==> config.mk <==
export PLATFORM = sky130hd
export DESIGN_NAME = srt4_quotient_otf_flat
export DESIGN_NICKNAME = d
export VERILOG_FILES = /design/src/rtl/srt4_pkg.sv /design/src/rtl/srt4_quotient_otf_if.sv /design/src/rtl/srt4_digit_decode.sv /design/src/rtl/srt4_quotient_otf.sv /design/src/flat_wrapper.sv
export SDC_FILE = /design/constraint.sdc
export NUM_CORES = 1
export LEC_CHECK = 0
export ABC_AREA = 1
export CAP_MARGIN = 5
export CORE_ASPECT_RATIO = 1.2
export CORE_MARGIN = 2
export CORE_UTILIZATION = 53
export CTS_CLUSTER_DIAMETER = 120
export CTS_CLUSTER_SIZE = 30
export DETAILED_ROUTE_END_ITERATION = 10
export PLACE_DENSITY_LB_ADDON = 0.2
export SLEW_MARGIN = 40
export SYNTH_ARGS = -nofsm -noshare
export SYNTH_HDL_FRONTEND = slang
export SYNTH_HIERARCHICAL = 1
export SYNTH_SLANG_ARGS = --single-unit
==> constraint.sdc <==
create_clock -name clk -period 1.9 [get_ports clk]
set_clock_uncertainty 0.1 [all_clocks]
set_input_delay 0.19 -clock clk [delete_from_list [all_inputs] [get_ports clk]]
set_output_delay 0.19 -clock clk [all_outputs]
set_load 0.005 [all_outputs]
==> src/rtl/srt4_pkg.sv <==
// srt4_pkg -- shared definitions for the SRT radix-4 divider back end.
//   Digit codes (sign-magnitude, identical to the quotient-selection table),
//   default digit count and the on-the-fly converter state encoding.
package srt4_pkg;

    localparam int NDIG_DEF = 4;

    localparam logic [2:0] D0  = 3'b000;
    localparam logic [2:0] DP1 = 3'b001;
    localparam logic [2:0] DP2 = 3'b010;
    localparam logic [2:0] DN1 = 3'b101;
    localparam logic [2:0] DN2 = 3'b110;

    typedef enum logic [1:0] {
        IDLE     = 2'd0,
        ACCUM    = 2'd1,
        WAIT_FIN = 2'd2,
        DONE     = 2'd3
    } state_e;

endpackage

==> src/rtl/srt4_quotient_otf_if.sv <==
// srt4_quotient_otf_if -- digit/finalize handshake between the divider
// control FSM (master) and the on-the-fly quotient converter (slave).
//   start, digit_vld, digit[2:0], fin, rem_neg : master -> slave
//   quot[QW-1:0], busy, done, dcnt, err         : slave -> master
interface srt4_quotient_otf_if #(
    parameter int NDIG = 4
);
    localparam int QW = 2 * NDIG;
    localparam int CW = $clog2(NDIG + 1);

    logic          start;
    logic          digit_vld;
    logic [2:0]    digit;
    logic          fin;
    logic          rem_neg;
    logic [QW-1:0] quot;
    logic          busy;
    logic          done;
    logic [CW-1:0] dcnt;
    logic          err;

    modport master (
        output start, digit_vld, digit, fin, rem_neg,
        input  quot, busy, done, dcnt, err
    );

    modport slave (
        input  start, digit_vld, digit, fin, rem_neg,
        output quot, busy, done, dcnt, err
    );

endinterface

==> src/rtl/srt4_digit_decode.sv <==
// srt4_digit_decode -- maps a signed radix-4 digit code to the append fields
// of the Q / QM on-the-fly registers.
//   code_i      : 3-bit sign-magnitude digit
//   q_fld_o     : 2-bit field appended to form the new Q
//   qm_fld_o    : 2-bit field appended to form the new QM
//   q_sel_qm_o  : new Q is built from QM (digit < 0)
//   qm_sel_q_o  : new QM is built from Q (digit > 0)
//   illegal_o   : code is not one of the five legal digits (decoded as 0)
module srt4_digit_decode
    import srt4_pkg::*;
(
    input  logic [2:0] code_i,
    output logic [1:0] q_fld_o,
    output logic [1:0] qm_fld_o,
    output logic       q_sel_qm_o,
    output logic       qm_sel_q_o,
    output logic       illegal_o
);

    always_comb begin
        // default is digit 0: Q <- {Q,0}, QM <- {QM,3}
        q_fld_o    = 2'd0;
        qm_fld_o   = 2'd3;
        q_sel_qm_o = 1'b0;
        qm_sel_q_o = 1'b0;
        illegal_o  = 1'b0;
        case (code_i)
            D0:  ;
            DP1: begin q_fld_o = 2'd1; qm_fld_o = 2'd0; qm_sel_q_o = 1'b1; end
            DP2: begin q_fld_o = 2'd2; qm_fld_o = 2'd1; qm_sel_q_o = 1'b1; end
            DN1: begin q_fld_o = 2'd3; qm_fld_o = 2'd2; q_sel_qm_o = 1'b1; end
            DN2: begin q_fld_o = 2'd2; qm_fld_o = 2'd1; q_sel_qm_o = 1'b1; end
            default: illegal_o = 1'b1;
        endcase
    end

endmodule

==> src/rtl/srt4_quotient_otf.sv <==
// srt4_quotient_otf -- on-the-fly conversion of SRT radix-4 quotient digits
// into a two's complement quotient. Keeps Q and QM (= Q - 1 ulp) so that the
// negative-remainder correction is a register select rather than an adder.
//   clk, rst : clock, synchronous active-high reset
//   bus      : srt4_quotient_otf_if.slave (start/digit/fin in, quot/status out)
// Optional: define SRT4_OTF_ERR_EN to enable the sticky protocol/illegal-digit
// error flag; otherwise err is constant 0 and illegal codes decode as 0.
module srt4_quotient_otf
    import srt4_pkg::*;
#(
    parameter int NDIG = NDIG_DEF,
    parameter int QW   = 2 * NDIG
) (
    input  logic                clk,
    input  logic                rst,
    srt4_quotient_otf_if.slave  bus
);

    localparam int CW = $clog2(NDIG + 1);

    state_e        state_q, state_d;
    logic [QW-1:0] q_q, q_d;
    logic [QW-1:0] qm_q, qm_d;
    logic [QW-1:0] quot_q, quot_d;
    logic [CW-1:0] dcnt_q, dcnt_d;
    logic          err_q, err_d;

    logic [1:0]    q_fld, qm_fld;
    logic          q_sel_qm, qm_sel_q, illegal;
    logic [QW-1:0] q_src, qm_src;
    logic          err_set;

    srt4_digit_decode u_dec (
        .code_i     (bus.digit),
        .q_fld_o    (q_fld),
        .qm_fld_o   (qm_fld),
        .q_sel_qm_o (q_sel_qm),
        .qm_sel_q_o (qm_sel_q),
        .illegal_o  (illegal)
    );

    assign q_src  = q_sel_qm ? qm_q : q_q;
    assign qm_src = qm_sel_q ? q_q  : qm_q;

    always_comb begin
        state_d = state_q;
        q_d     = q_q;
        qm_d    = qm_q;
        quot_d  = quot_q;
        dcnt_d  = dcnt_q;
        err_set = 1'b0;
        if (bus.start) begin
            // restart wins over digit_vld/fin; quot is deliberately kept
            state_d = ACCUM;
            q_d     = '0;
            qm_d    = '1;
            dcnt_d  = '0;
        end else begin
            case (state_q)
                IDLE: ;
                ACCUM: begin
                    if (bus.digit_vld) begin
                        q_d    = {q_src[QW-3:0], q_fld};
                        qm_d   = {qm_src[QW-3:0], qm_fld};
                        dcnt_d = dcnt_q + CW'(1);
                        if (dcnt_q == CW'(NDIG - 1)) state_d = WAIT_FIN;
                        if (illegal) err_set = 1'b1;
                    end
                    if (bus.fin) err_set = 1'b1;
                end
                WAIT_FIN: begin
                    if (bus.fin) begin
                        quot_d  = bus.rem_neg ? qm_q : q_q;
                        state_d = DONE;
                    end else if (bus.digit_vld) begin
                        err_set = 1'b1;
                    end
                end
                DONE: state_d = IDLE;
                default: state_d = IDLE;
            endcase
        end
    end

`ifdef SRT4_OTF_ERR_EN
    assign err_d = bus.start ? 1'b0 : (err_q | err_set);
`else
    // error tracking disabled: flag can never rise
    assign err_d = err_q & err_set & 1'b0;
`endif

    always_ff @(posedge clk) begin
        if (rst) begin
            state_q <= IDLE;
            q_q     <= '0;
            qm_q    <= '1;
            quot_q  <= '0;
            dcnt_q  <= '0;
            err_q   <= 1'b0;
        end else begin
            state_q <= state_d;
            q_q     <= q_d;
            qm_q    <= qm_d;
            quot_q  <= quot_d;
            dcnt_q  <= dcnt_d;
            err_q   <= err_d;
        end
    end

    assign bus.quot = quot_q;
    assign bus.busy = (state_q == ACCUM) || (state_q == WAIT_FIN);
    assign bus.done = (state_q == DONE);
    assign bus.dcnt = dcnt_q;
    assign bus.err  = err_q;

endmodule

==> src/flat_wrapper.sv <==
// flat-port wrapper written by rule: the top's interface ports become plain ports
module srt4_quotient_otf_flat import srt4_pkg::*;
#(
    parameter int NDIG = NDIG_DEF,
    parameter int QW   = 2 * NDIG
)
  (clk, rst, bus_start, bus_digit_vld, bus_digit, bus_fin, bus_rem_neg, bus_quot, bus_busy, bus_done, bus_dcnt, bus_err);
  srt4_quotient_otf_if #(.NDIG(NDIG)) bus_i ();
  input  logic clk;
  input  logic rst;
  input wire logic [$bits(bus_i.start)-1:0] bus_start;
  input wire logic [$bits(bus_i.digit_vld)-1:0] bus_digit_vld;
  input wire logic [$bits(bus_i.digit)-1:0] bus_digit;
  input wire logic [$bits(bus_i.fin)-1:0] bus_fin;
  input wire logic [$bits(bus_i.rem_neg)-1:0] bus_rem_neg;
  output wire logic [$bits(bus_i.quot)-1:0] bus_quot;
  output wire logic [$bits(bus_i.busy)-1:0] bus_busy;
  output wire logic [$bits(bus_i.done)-1:0] bus_done;
  output wire logic [$bits(bus_i.dcnt)-1:0] bus_dcnt;
  output wire logic [$bits(bus_i.err)-1:0] bus_err;
  assign bus_i.start = bus_start;
  assign bus_i.digit_vld = bus_digit_vld;
  assign bus_i.digit = bus_digit;
  assign bus_i.fin = bus_fin;
  assign bus_i.rem_neg = bus_rem_neg;
  assign bus_quot = bus_i.quot;
  assign bus_busy = bus_i.busy;
  assign bus_done = bus_i.done;
  assign bus_dcnt = bus_i.dcnt;
  assign bus_err = bus_i.err;
  srt4_quotient_otf #(.NDIG(NDIG), .QW(QW)) u_core (.clk(clk), .rst(rst), .bus(bus_i));
endmodule
==> results of run 1 <==
==> registers in the layout, summed over array words and instances, names as in the netlist <==
signal,flops
u_core/qm_q,8
u_core/bus.quot,8
u_core/state_q,2
u_core/bus.dcnt,3
u_core/q_q,8
==> per-layer routing <==
metal  GRT usage  part of all wire
met4      0.0769             0.018
met2       0.322              0.46
met1       0.239              0.48
met3      0.0574             0.046
met5           0                 0
==> worst max path at each step <==
| stage | startpoint | endpoint | slack (ps) | cells past startpoint |
|---|---|---|---|---|
| 2_1_floorplan | u_core/state_q[0] | u_core/state_q[1] | 550 | 8 |
| 3_3_place_gp | bus_digit[0] | u_core/qm_q[6] | 180 | 8 |
| 3_5_place_dp | bus_digit[0] | u_core/qm_q[2] | 130 | 8 |
| 4_1_cts | u_core/state_q[0] | bus_busy | 2 | 3 |
| 5_1_grt | u_core/state_q[0] | bus_done | 130 | 2 |
| 6_report | u_core/state_q[0] | bus_done | 210 | 2 |
==> what timing repair did <==
| item | 4_1_cts | 5_1_grt |
|---|---|---|
| gates resized for setup | 2 | 3 |
| cloned | 0 | 0 |
| endpoints found under the setup margin | 1 | 1 |
==> through the flow <==
step           cell area [µm²]  instances  total power [mW]
2_1_floorplan             1520        215             0.832
3_3_place_gp              1730        266             0.893
3_5_place_dp              1730        266             0.896
4_1_cts                   1820        274              1.42
5_1_grt                   1820        274              1.49
6_report                  1820        274              1.41
==> report_power, final <==
group          switching [mW]  internal, mW
clock network           0.217         0.314
registers              0.0182         0.629
logic                   0.137        0.0988
==> worst max-delay path, delay by kind of cell (launching register included) <==
kind | cells | cell delay [ps]
adders and majority gates | 1 | 190
buffers and inverters | 1 | 510
DFF | 1 | 380
==> cell type report <==
type,count,share of cell area
Sequential cell,29,0.323
Multi-Input combinational cell,154,0.420
Clock buffer,7,0.0302
Clock inverter,1,0.0165
Inverter,23,0.0501
Timing Repair Buffer,26,0.137
Tap cell,34,0.0233
==> results.md, run 1 <==
Min path:
- The tightest min-delay check is of the reg2reg type.
- The worst hold path terminates at u_core/qm_q[6].
- The worst hold path passes through 2 cells.
- The worst hold path begins at u_core/qm_q[6].

Drt:
- The total routed wirelength is 2940 µm.
- Summing over every cut layer, the via total after detailed routing is 1382.
- The detail route stage leaves a number of antenna-violating nets equal to 0.
- The violation count after the first detailed-route iteration is 48.
- After detailed routing, the number of vias per cell comes to 5.04.
- The wire length per cell is 10.7 µm.
- After detailed routing, the number of remaining DRC violations is 0.
- The first detailed-routing pass ran for 4 iterations.

Die:
- The die covers 3310 µm².
- From bottom edge to top edge, the die measures 62.6 µm.
- The floorplan step defined a core boundary enclosing 2760 µm².
- From left edge to right edge, the die measures 52.9 µm.
- Row generation in the floorplan step produced 21 rows.
- The top-level I/O count is 23.
- The initial utilization of the core area, before any placement, comes to 0.550.

Worst setup path:
- In this run the critical register-to-register path is launched from u_core/state_q[1].
- The class of the most critical setup path is reg2out.
- For this design, the slowest cell found on the critical path is clkdlybuf4s50_1.
- The arrival time reported for the critical path endpoint is 1400 ps.
- The worst setup path is launched from a flip-flop.
- STA classifies the critical path endpoint as an output port.
- In this run the register-to-register setup slack is 400 ps.
- The end of the worst register-to-register path is u_core/qm_q[5].
- Data on the critical path is required at its endpoint by 1610 ps.
- The maximum single-stage delay on the critical path is 510 ps.
- The signal on the critical path passes through ha_1 > clkdlybuf4s50_1.
- The maximum fanout along the worst path is 5.
- The number of cells on the worst reg-to-reg path is 8.

Finish:
- Of the cells placed in the final design, the portion with a size suffix greater than 1 is 0.113.
- The area of combinational cells with multiple inputs is 766 µm².
- Leaving out fill and tap cells, the most frequent cell in the layout is nand2_1.
- The post-layout net count is 255.
- The top cell types in the final layout, fill and taps aside, are nand2_1 (59), a21oi_1 (37), dfxtp_1 (27).
- Measured on the finished design, the core utilization comes to 0.661.
- Summing all flip-flop and latch instances after layout gives 588 µm².
- The number of antenna diodes in the final layout is 0.
- Relative to the synthesized area, the layout overhead comes to 20.1%.
- The layout has 257 filler cells.

Power:
- IR analysis of the VDD net gives a maximum drop of 0.530 mV.
- Power spread over the standard cell area amounts to 775 nW/µm².
- Summed over all cells, the static leakage comes to 0.778 nW.

Synth:
- The number of synthesis warnings is 6.
- Averaged over all synthesized cells, the footprint is 7.06 µm².
- The post-synthesis cell count is 215.
- Synthesis produced a netlist with a net count of 231.
- In this run the cell area of the synthesized design comes to 1520 µm².

STA:
- Hold timing on the final database bottoms out at a slack of 368 ps.
- The share of the cycle needed by the critical path after routing is 0.889.
- The max-slew violation count came to 0.
- Setup repair after global routing left no endpoint under its margin.
- The final hold violation count was 0.
- Setup violations remaining at the end of the flow were counted as 0.
- Adding up every negative setup slack in the final design gives 0 ps.
- The maximum clock frequency is 0.592 GHz.
- The time the worst path needs with I/O delays and setup is 1690 ps.
- In the post-route analysis, the smallest setup slack over all paths is 210 ps.

Flow run:
- The tool flagged a number of max-cap violations equal to 0.

Clock tree:
- The later pin in the worst-skew pair is clocked with a latency of 330 ps.
- The number of hold buffers added after CTS was 0.
- The post-CTS setup repair buffer count is 0.
- Clock tree synthesis selected as its root buffer the cell clkbuf_4.
- The longest clock path from root to sink contains 2 buffers.
- The clock-pin transition on the worst setup and hold timing paths is 90 ps.
- The number of buffers added by the clock tree synthesis step is 5.
- Clock tree synthesis found a total of 29 sinks.
- The CTS tree is yes.
- In this run the number of H-tree levels came out at 2.

Global routing:
- In the global route stage, overall resource usage came out at 0.198.
- The number of antenna violations at the first check in global routing is 0.
- Entering global routing, the biggest net connects 21 pins.
- The global-route wire length before repair is 5010 µm.
- The via count of the first global-routing pass is 1213.
- Global routing finished with a remaining overflow of 0.

Placed design:
- The final RePlAce weighted congestion is 0.799.
- The number of buffers inserted by port buffering is 21.
- Summed over all nets, the half-perimeter wirelength after detailed placement is 2030 µm.
- The worst slack at placement is 135 ps.

Outcome:
- The flow ran to the end, and the final reports show no timing, DRC or antenna violations.
Power figures use the tool's default switching activity.
==> run 2, diff against run 1 <==
--- a/config.mk
+++ b/config.mk
@@ -19,3 +19,4 @@
 export SYNTH_HDL_FRONTEND = slang
 export SYNTH_HIERARCHICAL = 1
 export SYNTH_SLANG_ARGS = --single-unit
+export TNS_END_PERCENT = 30
==> results of run 2 <==
Same layout as run 1: the final DEF is identical, and so are final timing and power.
